==> config.mk <==
export PLATFORM = sky130hd
export DESIGN_NAME = workout_timer
export DESIGN_NICKNAME = d
export VERILOG_FILES = /design/src/rtl/workout_timer_pkg.sv /design/src/rtl/workout_timer_bcd_digit.sv /design/src/rtl/workout_timer.sv
export SDC_FILE = /design/constraint.sdc
export NUM_CORES = 1
export LEC_CHECK = 0
export ABC_AREA = 0
export BUFFER_PORTS_ARGS = -buffer_cell sky130_fd_sc_hd__buf_2
export CAP_MARGIN = 10
export CORE_ASPECT_RATIO = 0.6
export CORE_MARGIN = 2
export CORE_UTILIZATION = 56
export CTS_BUF_LIST = sky130_fd_sc_hd__clkbuf_2 sky130_fd_sc_hd__clkbuf_4 sky130_fd_sc_hd__clkbuf_8
export DETAILED_ROUTE_END_ITERATION = 7
export PLACE_DENSITY = 0.8
export SYNTH_ARGS = -nofsm -noshare
export SYNTH_HDL_FRONTEND = slang
export SYNTH_SLANG_ARGS = --single-unit
==> constraint.sdc <==
create_clock -name slow_clock -period 7.6 [get_ports slow_clock]
set_clock_uncertainty 0.2 [all_clocks]
set_input_delay 1.52 -clock slow_clock [delete_from_list [all_inputs] [get_ports slow_clock]]
set_output_delay 1.52 -clock slow_clock [all_outputs]
set_load 0.03 [all_outputs]
==> src/rtl/workout_timer_pkg.sv <==
// Shared types and constants for the workout timer: FSM states, the BCD digit type and digit limits.
package timer_pkg;

  typedef enum logic [1:0] {
    IDLE  = 2'd0,
    RUN   = 2'd1,
    PAUSE = 2'd2,
    DONE  = 2'd3
  } state_e;

  typedef logic [3:0] bcd_t;

  localparam bcd_t SEC_TENS_MAX = 4'd5;
  localparam bcd_t DIGIT_MAX    = 4'd9;

  // Presets outside a digit's range are pinned to the digit's maximum.
  function automatic bcd_t bcd_clamp(input bcd_t val, input bcd_t max_val);
    return (val > max_val) ? max_val : val;
  endfunction

endpackage

==> src/rtl/workout_timer_bcd_digit.sv <==
// One BCD counter digit wrapping at MAX, with ripple carry/borrow and a clamped synchronous preset.
module bcd_digit
  import timer_pkg::*;
#(
  parameter bcd_t MAX = DIGIT_MAX
) (
  input  logic clk_i,
  input  logic rst_i,
  input  logic load_i,
  input  bcd_t load_val_i,
  input  logic down_i,
  input  logic cin_i,
  output logic cout_o,
  output bcd_t q_o,
  output bcd_t d_o
);

  bcd_t digit_q, digit_d;

  // NOTE: every variable assigned in always_comb gets a default first, so no path can infer a latch.
  always_comb begin
    digit_d = digit_q;
    if (cin_i) begin
      if (down_i) begin
        digit_d = (digit_q == 4'd0) ? MAX : digit_q - 4'd1;
      end else begin
        digit_d = (digit_q >= MAX) ? 4'd0 : digit_q + 4'd1;
      end
    end
  end

  assign cout_o = cin_i && (down_i ? (digit_q == 4'd0) : (digit_q >= MAX));

  // NOTE: sequential state uses non-blocking assignments so all flops sample pre-edge values.
  always_ff @(posedge clk_i) begin
    if (rst_i) begin
      digit_q <= 4'd0;
    end else if (load_i) begin
      digit_q <= bcd_clamp(load_val_i, MAX);
    end else begin
      digit_q <= digit_d;
    end
  end

  assign q_o = digit_q;
  assign d_o = digit_d;

endmodule

==> src/rtl/workout_timer.sv <==
// BCD mm:ss workout timer counting up or down with pause, preset and terminal stop.
// Optional lap capture is enabled by defining TIMER_LAP_EN.
module workout_timer
  import timer_pkg::*;
#(
  parameter int MIN_DIGITS = 2,
  parameter int TICK_DIV   = 1
) (
  input  logic                    slow_clock,
  input  logic                    reset,
  input  logic                    run,
  input  logic                    dir,
  input  logic                    load,
  input  logic [4*MIN_DIGITS-1:0] load_min,
  input  logic [7:0]              load_sec,
  output logic [4*MIN_DIGITS-1:0] minutes,
  output logic [7:0]              seconds,
  output logic                    done,
  output logic                    running
`ifdef TIMER_LAP_EN
  ,
  input  logic                    lap,
  output logic [4*MIN_DIGITS-1:0] lap_min,
  output logic [7:0]              lap_sec,
  output logic                    lap_valid
`endif
);

  localparam int NDIG = MIN_DIGITS + 2;
  localparam int W    = 4 * NDIG;
  localparam int PW   = (TICK_DIV > 1) ? $clog2(TICK_DIV) : 1;
  localparam logic [W-1:0]  MAX_VAL  = {{MIN_DIGITS{4'h9}}, 8'h59};
  localparam logic [PW-1:0] PRE_LAST = PW'(TICK_DIV - 1);

  state_e        state_q, state_d;
  logic [PW-1:0] pre_q, pre_d;
  logic          done_q, running_q;

  logic [W-1:0]  load_val;
  logic [W-1:0]  cur_val;
  logic [W-1:0]  nxt_val;
  logic [NDIG:0] carry;
  logic          tick, at_term, nxt_term;
  logic          unused_wrap;

  assign load_val = {load_min, load_sec};

  assign tick     = (state_q == RUN) && (pre_q == PRE_LAST);
  assign at_term  = dir ? (cur_val == '0) : (cur_val == MAX_VAL);
  assign nxt_term = dir ? (nxt_val == '0) : (nxt_val == MAX_VAL);

  // A tick never advances a value that is already terminal, so the count cannot wrap.
  assign carry[0]    = tick && !at_term;
  assign unused_wrap = carry[NDIG];

  // Digit 0 = seconds units, digit 1 = seconds tens, digits 2.. = minutes, least significant first.
  for (genvar i = 0; i < NDIG; i++) begin : g_digit
    localparam bcd_t DMAX = (i == 1) ? SEC_TENS_MAX : DIGIT_MAX;
    bcd_digit #(
      .MAX(DMAX)
    ) u_digit (
      .clk_i     (slow_clock),
      .rst_i     (reset),
      .load_i    (load),
      .load_val_i(load_val[4*i +: 4]),
      .down_i    (dir),
      .cin_i     (carry[i]),
      .cout_o    (carry[i+1]),
      .q_o       (cur_val[4*i +: 4]),
      .d_o       (nxt_val[4*i +: 4])
    );
  end

  always_comb begin
    state_d = state_q;
    pre_d   = pre_q;
    if (load) begin
      state_d = IDLE;
      pre_d   = '0;
    end else begin
      case (state_q)
        IDLE: begin
          if (run) begin
            state_d = at_term ? DONE : RUN;
            pre_d   = '0;
          end
        end
        RUN: begin
          pre_d = tick ? '0 : pre_q + 1'b1;
          if (tick && (at_term || nxt_term)) begin
            state_d = DONE;
          end else if (!run) begin
            state_d = PAUSE;
          end
        end
        PAUSE: begin
          if (run) begin
            state_d = RUN;
          end
        end
        DONE:    state_d = DONE;
        default: state_d = IDLE;
      endcase
    end
  end

  always_ff @(posedge slow_clock) begin
    if (reset) begin
      state_q   <= IDLE;
      pre_q     <= '0;
      done_q    <= 1'b0;
      running_q <= 1'b0;
    end else begin
      state_q   <= state_d;
      pre_q     <= pre_d;
      done_q    <= (state_d == DONE);
      running_q <= (state_d == RUN);
    end
  end

  assign minutes = cur_val[W-1:8];
  assign seconds = cur_val[7:0];
  assign done    = done_q;
  assign running = running_q;

`ifdef TIMER_LAP_EN
  logic [W-1:0] lap_q;
  logic         lap_valid_q;

  // Lap samples the registered display, i.e. the value before any tick on the same edge.
  always_ff @(posedge slow_clock) begin
    if (reset || load) begin
      lap_q       <= '0;
      lap_valid_q <= 1'b0;
    end else if (lap) begin
      lap_q       <= cur_val;
      lap_valid_q <= 1'b1;
    end
  end

  assign lap_min   = lap_q[W-1:8];
  assign lap_sec   = lap_q[7:0];
  assign lap_valid = lap_valid_q;
`endif

endmodule

* After elaboration in Yosys (flattened, before gate mapping)
Index checks and enable logic that the tools add are counted.
** Word-level totals
- Memory bits (read-only) :: 0
- Latch bits :: 0
- RAM bits :: 0
- Memories kept :: 0
- Bits in registers :: 21
- Logic and storage cells :: 91
- Bits of input ports :: 21
** Cells by class
- Shifts and indexed selects :: 0
- Divide/modulo/power cells :: 0
- $add $sub $neg :: 9
- Muxes and demuxes :: 39
- Bitwise logic cells :: 1
- $mul :: 0
- Magnitude comparators :: 8
- Reduce and logical (&&, ||, !) cells :: 18
- Equality and inequality tests :: 8
** Operators by type and width (count)
- two-way mux 4 bit :: 24
- == test 16 bit (second input constant) :: 2
- zero test 16 bit :: 2
- adder 4 x 1 -> 4 bit (second input constant) :: 4
- zero test 4 bit :: 4
- subtractor 4 x 1 -> 4 bit (second input constant) :: 4
- greater-or-equal comparator 4 bit (second input constant) :: 3
- > comparator 4 bit (second input constant) :: 3
- two-way mux 2 bit :: 6
- case mux 2 bit (4 select lines) :: 1
- two-way mux 1 bit :: 7
- == test 2 bit (second input constant) :: 3
- logical AND 1 bit :: 6
- == test 2 x 1 -> 1 bit (second input constant) :: 2
- greater-or-equal comparator 4 x 3 -> 1 bit (second input constant) :: 1
- > comparator 4 x 3 -> 1 bit (second input constant) :: 1
- zero test 2 bit :: 1
- inequality test 2 bit (second input constant) :: 1
- case mux 1 bit (2 select lines) :: 1
- AND reduction 2 bit :: 1
- nonzero test 2 bit :: 1
- OR reduction 2 bit :: 1
- adder 1 bit (second input constant) :: 1
- zero test 1 bit :: 1
- other kinds (2) :: 2

* Depth between registers and ports, before layout
Gate-level depths: netlist (run 1).
- Depth in word-level cells :: 16
- Depth in mapped cells :: 12
- Depth with buffers taken out :: 10

* Modules after synthesis
From an unflattened synthesis (run 1), not the netlist that was laid out.
** Second synthesis, totals
- Cells, all modules :: 275
- Area total of the unflattened synthesis :: 2124.5 um^2
** Modules (own cells, without submodules)
- bcd_digit (g_digit[0].u_digit ...) :: instances 3, area each 451.7 um^2, cells an instance 60, seq. area each 80.1 um^2
- bcd_digit (g_digit[1].u_digit) :: instances 1, area each 396.6 um^2, cells an instance 50, seq. area each 80.1 um^2
- workout_timer :: instances 1, area each 372.9 um^2, cells an instance 45, seq. area each 100.1 um^2

* Worst setup path before layout (run 1)
OpenSTA, ideal clock, no wires.
- Kind :: input port to flip-flop
- Start point :: input dir
- End point :: register state_q[0]
- Path buffers :: 0
- Library setup time :: 100 ps
- Cell stages on the path :: 8
- Required time :: 7300 ps
- Data arrival time :: 3828 ps
- Path slack :: 3473 ps
- Path through :: nor3b_1 nor4bb_4 nor3_2 nand2_2 mux2_2 or4_1 a211o_1 a2111oi_4
** On the way
- Longest elaborated chain between the ends :: 14
- Elaborated cells between the ends (all ways) :: 25
- Those cells by class :: eq/ne (1); mux (16); reduce/logical (8)
** Ends and longest elaborated chain
- start, declared :: line workout_timer.sv:12 : input logic dir,
- two-way mux 1 bit :: line workout_timer.sv:49 : assign at_term = dir ? (cur_val == '0) : (cur_val == MAX_VAL);
- zero test 1 bit :: line workout_timer.sv:53 : assign carry[0] = tick && !at_term;
- logical AND 1 bit :: line workout_timer.sv:53
- logical AND 1 bit (3 in series) :: line workout_timer_bcd_digit.sv:32 : assign cout_o = cin_i && (down_i ? (digit_q == 4'd0) : (digit_q >= MAX));
- two-way mux 4 bit :: line workout_timer_bcd_digit.sv:23 : if (cin_i) begin
- == test 16 bit / zero test 16 bit (equally long branches) :: line workout_timer.sv:50 : assign nxt_term = dir ? (nxt_val == '0) : (nxt_val == MAX_VAL);
- two-way mux 1 bit :: line workout_timer.sv:50
- logical OR 1 bit (*) :: line workout_timer.sv:90 : if (tick && (at_term || nxt_term)) begin
- logical AND 1 bit (*) :: line workout_timer.sv:90
- two-way mux 2 bit (*) :: line workout_timer.sv:90
- case mux 2 bit (4 select lines) (*) :: line workout_timer.sv:81 : case (state_q)
- two-way mux 2 bit (*) :: line workout_timer.sv:77 : if (load) begin
- end signal, assigned :: line workout_timer.sv:114 : state_q <= state_d;
- end, declared :: line workout_timer.sv:35 : state_e state_q, state_d;
Mark *: on every way between the ends. The rest lies on a longest branch, timed or not.
A chain may end at the register's enable or synchronous reset.

* Worst setup path after layout (run 1)
Same ends and word-level chain as after synthesis.

==> Flow_metrics.wiki, run 1 <==
{| class="wikitable"
! Metric !! Value
|-
| Run status || complete, no violations
|-
| CTS root buf || sky130_fd_sc_hd__clkbuf_8
|-
| Data required time at the worst endpoint || between 7 and 8 ns
|-
| Number of input and output port buffers inserted || 38
|-
| Part of the power in combinational logic || between 30% and 40%
|-
| Number of cells upsized or downsized after cts || 0
|-
| IR drop worst, VDD || 0.113 mV
|-
| Average instance area after synthesis || 7.29 um2
|-
| End of the worst register-to-register path || state_q[0]
|-
| Clock sink total || 21
|-
| Power density relative to cell area || around 130 nW/um2
|-
| Clock network power share || 24.1%
|-
| Grt total ovfl || 0
|-
| WL per Instance || 17.6 um
|-
| Area leader, netlist || sky130_fd_sc_hd__dfxtp_1
|-
| Switching power as a share of total power || 37.5%
|-
| Cell types with the largest area share after synthesis || sky130_fd_sc_hd__dfxtp_1 (19%), sky130_fd_sc_hd__nor2_1 (7.2%), sky130_fd_sc_hd__ha_1 (6.7%)
|-
| Post-CTS setup repair buffer count || 0
|-
| Level count of the clock H-tree || 1
|-
| Share of Yosys cell area claimed by the top area cell type || 18.8%
|-
| Count leader, synth || sky130_fd_sc_hd__nor2_1
|-
| Achievable frequency || 0.220 GHz
|-
| Switching pwr || between 100 and 150 uW
|-
| Die Width || about 86 um
|-
| Critical Setup Path Class || in -> reg
|-
| Worst-Margin Slew || 0.593 ns
|-
| Post-Syn Nets || 340
|-
| Pin count of the biggest net entering global routing || 33
|-
| Hold Path Stages || 1
|-
| Sequential fraction of design power || 40.6%
|-
| Relative max-transition margin || between 60% and 70%
|-
| Worst min-delay path category || reg -> reg
|-
| I/O pin count || 39
|-
| Synth Flop Type || sky130_fd_sc_hd__dfxtp_1
|-
| Detailed router's first-iteration violation count || 366
|-
| Initial Util || 59.8%
|-
| Antenna Violating Nets Remaining || 0
|-
| Number of filler cells placed in the layout || 346
|-
| Final hold viol count || 0
|-
| Worst-skew pair later-pin latency || roughly 0.26 ns
|-
| Async set or reset register ratio after synthesis || 0%
|-
| GRT Resource Usage Total || 30.0%
|-
| Setup repair after global routing missed its margin || false
|-
| Number of search-and-repair iterations in the first detailed-routing pass || 5
|-
| Via-to-Cell Ratio || 6.56
|-
| Number of nets in the layout || ~360
|-
| Die Span Y || 53.0 um
|-
| Yosys warns || 0
|-
| Sequential fraction of the synthesis area || 18.8%
|-
| CTS Buf Count || 3
|-
| Setup crit start kind || input pin
|-
| Most frequent cells after synthesis || sky130_fd_sc_hd__nor2_1 (43), sky130_fd_sc_hd__a21oi_1 (23), sky130_fd_sc_hd__o21ai_0 (23)
|-
| Synth cell types || 65
|-
| Register clock-pin slew on the reported worst setup and hold paths || around 0.070 ns
|-
| Share of layout cells above drive strength 1 || between 15 and 20%
|-
| TritonCTS clock tree || done
|-
| Worst slack at placement || around 2.8 ns
|-
| Worst Reg-to-Reg Cells || 10
|-
| Area enclosed by the die boundary || 4530 um2
|-
| Site Rows || 17
|-
| Vias in the first global route || 2070
|-
| DP HPWL || 4980 um
|-
| Worst setup slack for register-to-register paths || 3.76 ns
|-
| Overall power consumption || 317 uW
|-
| Total setup violations reported at the end of the flow || 0
|-
| Routability congestion estimate from global placement || 1.02
|-
| Number of instances in the synthesized netlist || 307
|-
| EDFF count, synth || 0
|-
| Hold_sp || pre_q
|-
| Cts hold-fix bufs || 0
|-
| DRC viols || 0
|-
| Initial antenna violation count || 0
|-
| Core Area || 3740 um2
|-
| Maximum clock insertion buffer count || 2
|-
| Count of max-cap constraint violations || 0
|-
| Total of flip-flops plus latches after synthesis || 21
|-
| Worst setup EP type || flop
|-
| Netlist area before placement || roughly 2200 um2
|-
| CP Data Arrival Time || 4.51 ns
|-
| Global-route wire length before repair || 10500 um
|-
| Count of inserted antenna diode cells || 0
|-
| Minimum clock period || 4.55 ns
|-
| Ratio of final minimum period to clock period || between 50 and 60%
|-
| Detailed-route via count || 2459
|-
| DRT Wirelength || 6590 um
|-
| Synth-to-Final Area Change || 8.89%
|-
| Final Max Slew Viols || 0
|-
| Largest driver fanout on the critical path || 32
|-
| RR Startpoint || g_digit[3].u_digit.q_o[0]
|-
| Setup_tns || 0 ns
|-
| Internal power of the cells || ~200 uW
|-
| Hold Path End || pre_q
|-
| Static leakage power || 0.00103 uW
|-
| Fin worst setup slack || 3.05 ns
|}
-- area by class of cell --
type | count | area (um2) | share of cell area, %
Inverter | 18 | 67.6 | 2.77
Timing Repair Buffer | 38 | 190 | 7.81
Sequential cell | 21 | 420 | 17.3
Multi-Input combinational cell | 247 | 1650 | 67.7
Clock buffer | 4 | 48.8 | 2.00
Tap cell | 47 | 58.8 | 2.41
-- worst max-delay path: stages --
cell                        delay [ns]
sky130_fd_sc_hd__buf_2            0.41
sky130_fd_sc_hd__nand3b_1         0.19
sky130_fd_sc_hd__o22a_1           0.31
sky130_fd_sc_hd__a31oi_1          0.40
sky130_fd_sc_hd__nand2_2          0.22
sky130_fd_sc_hd__mux2_2           0.34
sky130_fd_sc_hd__or4_1            0.52
sky130_fd_sc_hd__a211o_1          0.30
sky130_fd_sc_hd__a2111oi_4        0.28
-- stage by stage --
step	util, %	hold WS (ns)	area [um2]	instances
finish	65.1	0.304	2440	375
global route	65.1	0.331	2440	375
CTS	65.1	0.305	2440	375
detailed placement	63.8	0.285	2390	371
global placement	63.8	0.283	2390	371
floorplan	-	0.264	2240	307
-- per-layer routing --
layer,GRT usage (%),up-vias,part of all wire [%]
li1,-,1178,-
met1,46.8,1143,49
met2,42.3,131,39
met3,5.30,7,11
met4,5.56,0,0.70
met5,0,-,0
-- worst max-delay path by stage --
stage               cells after the start         end  startpoint
global placement                        9  state_q[0]         dir
detailed placement                      9  state_q[0]         dir
CTS                                     9  state_q[0]         dir
floorplan                               8  state_q[0]         dir
global route                            9  state_q[0]         dir
finish                                  9  state_q[0]         dir
-- flip-flops by register name, summed over array words and instances (netlist names) --
name                 flops
g_digit.u_digit.q_o     16
state_q                  2
done                     1
pre_q                    1
running                  1
-- power by group through the flow --
stage	Sequential [uW]	Clock, uW	Combinational, uW
after detailed placement	131	0	109
after global placement	130	0	108
after global routing	130	82.8	122
final	129	76.3	112
after floorplan	132	0	77.1
after CTS	128	77.1	109
-- cell families (layout without fill, tap and decap cells) --
logic type               after synthesis  in the layout  synth area share, %
AND/OR/NAND/NOR                      127            127                 32.6
AO/OA/AOI/OAI                         96             96                 29.1
buffers and inverters                 39             60                 7.44
flip-flops                            21             21                 18.8
adder cells (fa/ha/maj)               12             12                 6.71
multiplexers                          11             11                 5.03
XOR/XNOR                               1              1                0.392
-- cells in the final DEF (no fill, tap or decap), drive strengths merged, types with 2 or more instances in the layout --
cell,Yosys,layout
o22ai,5,5
buf,11,38
or3,3,3
o21bai,3,3
nor3b,5,5
and4b,3,3
o21ai,23,23
nand2b,6,6
dfxtp,21,21
nor4bb,3,3
o22a,3,3
ha,12,12
mux2i,9,9
nor3,11,11
nand3,4,4
o211ai,3,3
nand2,20,20
inv,18,18
a311oi,2,2
clkbuf,10,4
a31oi,4,4
nand4b,2,2
a211oi,5,5
nor2b,5,5
a21o,5,5
a31o,2,2
mux2,2,2
nand4,3,3
or4,2,2
nor2,43,43
a2111oi,2,2
nor4,5,5
a211o,2,2
a21oi,23,23
nand3b,6,6
o21ba,2,2
Power figures use the tool's default switching activity.
==> inputs of run 2 (changes only) <==
--- a/config.mk
+++ b/config.mk
@@ -10,10 +10,10 @@
 export CAP_MARGIN = 10
 export CORE_ASPECT_RATIO = 0.6
 export CORE_MARGIN = 2
-export CORE_UTILIZATION = 56
+export CORE_UTILIZATION = 53
 export CTS_BUF_LIST = sky130_fd_sc_hd__clkbuf_2 sky130_fd_sc_hd__clkbuf_4 sky130_fd_sc_hd__clkbuf_8
 export DETAILED_ROUTE_END_ITERATION = 7
-export PLACE_DENSITY = 0.8
+export PLACE_DENSITY = 0.79
 export SYNTH_ARGS = -nofsm -noshare
 export SYNTH_HDL_FRONTEND = slang
 export SYNTH_SLANG_ARGS = --single-unit
==> constraint.sdc (replaced) <==
create_clock -name slow_clock -period 3.8 [get_ports slow_clock]
set_clock_uncertainty 0.2 [all_clocks]
set_input_delay 0.76 -clock slow_clock [delete_from_list [all_inputs] [get_ports slow_clock]]
set_output_delay 0.76 -clock slow_clock [all_outputs]
set_load 0.03 [all_outputs]
==> run 2 against run 1 <==
  * Global-route usage is 0.29 points higher
  * Hold slack hardly changed
  * Core utilization is 0.40 points lower
  * Die area is 5.3% higher
  * Via count is 3.7% higher
  * Critical path depth is 1 higher
  * Setup slack worse by 2.9 ns
  * Sequential share of layout area is 1.3 points lower
  * Routed wire length is 4.1% higher
  * Total power is 100% higher
  * Clock power is 89% higher
  * First-iteration DRC count is 24% lower
  * Critical path type is now reg -> reg
  * Critical endpoint unchanged
  * Largest power group is now combinational logic
==> Flow_metrics.wiki, run 2 (same netlist as run 1, synthesis figures left out) <==
{| class="wikitable"
! Metric !! Value
|-
| Run status || complete, no violations
|-
| CP Data Arrival Time || 3.61 ns
|-
| Detailed-route via count || 2551
|-
| Max FFs per register || 16
|-
| Detailed router's first-iteration violation count || 279
|-
| Final hold viol count || 0
|-
| Ratio of final minimum period to clock period || 95.9%
|-
| Static leakage power || 0.00114 uW
|-
| Critical Path Stages || 10
|-
| Cell type of the slowest stage on the worst timing path || sky130_fd_sc_hd__or4b_4
|-
| Critical path cell sequence || inv_1, ha_1, or4b_4, nor4_4, nor3_4, mux2_2, nand3b_1, or4_1, a211o_1, a2111oi_4
|-
| Worst-skew pair later-pin latency || around 0.26 ns
|-
| Synth-to-Final Area Change || 17.8%
|-
| IR drop worst, VDD || approximately 0.25 mV
|-
| Count of inserted antenna diode cells || 0
|-
| Post-Layout Cell Count || just over 400
|-
| Vias in the first global route || about 2200
|-
| Initial Util || 54.9%
|-
| Antenna Violating Nets Remaining || 0
|-
| CP bufs+invs || 1
|-
| Number of filler cells placed in the layout || 356
|-
| DRC viols || 0
|-
| End of the worst register-to-register path || state_q[0]
|-
| Setup crit start kind || flop
|-
| Number of input and output port buffers inserted || 38
|-
| Area enclosed by the die boundary || ~4800 um2
|-
| Achievable frequency || 0.275 GHz
|-
| DRT Wirelength || slightly below 7000 um
|-
| Clock sink total || 21
|-
| Worst setup EP type || flop
|-
| TritonCTS clock tree || done
|-
| Largest delay contributor family on the critical path || simple AND/OR/NAND/NOR gates
|-
| Final Hold Slack || a little over 0.3 ns
|-
| Largest driver fanout on the critical path || 7
|-
| RR Startpoint || g_digit[3].u_digit.q_o[1]
|-
| Global-route wire length before repair || 11000 um
|-
| Minimum clock period || approximately 3.6 ns
|-
| DP HPWL || 5410 um
|-
| Die Span Y || 54.3 um
|-
| GRT Resource Usage Total || 30.3%
|-
| Via-to-Cell Ratio || 6.22
|-
| Relative max-transition margin || 69.6%
|-
| Capturing instance or port of the critical path || state_q[0]
|-
| Pin count of the biggest net entering global routing || 27
|-
| Worst-Margin Slew || 0.445 ns
|-
| Register clock-pin slew on the reported worst setup and hold paths || about 0.07 ns
|-
| Worst slack at placement || about 0.0074 ns
|-
| Design Area, Final || 2640 um2
|-
| Post-CTS setup repair buffer count || 0
|-
| Level count of the clock H-tree || 1
|-
| CTS Buf Count || 3
|-
| I/O pin count || 39
|-
| Number of search-and-repair iterations in the first detailed-routing pass || 5
|-
| Grt total ovfl || 0
|-
| Final Util || between 60% and 70%
|-
| Count of max-cap constraint violations || 0
|-
| WL per Instance || 16.7 um
|-
| Fin worst setup slack || around 0.16 ns
|-
| Cts hold-fix bufs || 0
|-
| Routability congestion estimate from global placement || between 0.9 and 1
|-
| Worst min-delay path category || reg -> reg
|-
| Area of placed instances || 2570 um2
|-
| Number of nets in the layout || 384
|-
| Power density relative to cell area || roughly 250 nW/um2
|-
| Total area of multi-input combinational cells || 1670 um2
|-
| Total setup violations reported at the end of the flow || 0
|-
| Initial antenna violation count || 0
|-
| Highest cell delay on the worst timing path || 0.48 ns
|-
| Worst Reg-to-Reg Cells || 10
|-
| Start point of the critical path || g_digit[3].u_digit.q_o[1]
|-
| CTS root buf || sky130_fd_sc_hd__clkbuf_8
|-
| Critical Setup Path Class || reg -> reg
|-
| Most frequent cells in the layout || sky130_fd_sc_hd__nor2_1 (43), sky130_fd_sc_hd__buf_2 (38), sky130_fd_sc_hd__o21ai_0 (23)
|-
| Worst setup slack for register-to-register paths || 0.16 ns
|-
| Site Rows || 18
|-
| Data required time at the worst endpoint || 3.77 ns
|-
| Die Width || 87.9 um
|-
| Maximum clock insertion buffer count || 2
|-
| Leading cell type in the layout, fill and taps excluded || sky130_fd_sc_hd__nor2_1
|-
| Core Area || 4080 um2
|-
| Reg area || 420 um2
|-
| Share of layout cells above drive strength 1 || 23.1%
|-
| Dpl cells || 406
|-
| Final Max Slew Viols || 0
|}
## run 2: per-stage QoR
stage,TNS [ns],total power (uW)
floorplan,0,419
global placement,0,495
detailed placement,0,499
CTS,0,642
global route,-0.00635,686
finish,0,649
## run 2: per-layer routing
layer  wire [um]  up-vias  GRT usage, %  part of all wire, %
li1            -     1220             -                    -
met1        3340     1192          45.8                   49
met2        2680      131          40.5                   39
met3         771        8          9.80                   11
met4          61        0          7.18                 0.89
met5           0        -             0                    0
## run 2: power breakdown
part	internal, uW	leakage (uW)	switching (uW)	total, uW
sequential	230	0.000172	16.1	246
clock	73.1	0.0000255	70.9	144
combinational	102	0.000946	157	259
## run 2: final cells by class
class,instances,share of cell area (%)
Clock buffer,3,1.57
Inverter,18,2.56
Multi-Input combinational cell,247,63.4
Clock inverter,1,0.190
Tap cell,60,2.85
Sequential cell,21,15.9
Timing Repair Buffer,60,13.5
## run 2: repair_timing
action / CTS / global route
endpoints found under the hold margin: 0 / 0
endpoints found under the setup margin: 0 / 1
resized for setup: 0 / 5
## run 2: worst min path at each step
stage	from	end	cells past startpoint
after detailed placement	pre_q	pre_q	1
after global routing	pre_q	pre_q	1
after CTS	pre_q	pre_q	1
final	pre_q	pre_q	1
after floorplan	pre_q	pre_q	1
after global placement	pre_q	pre_q	1
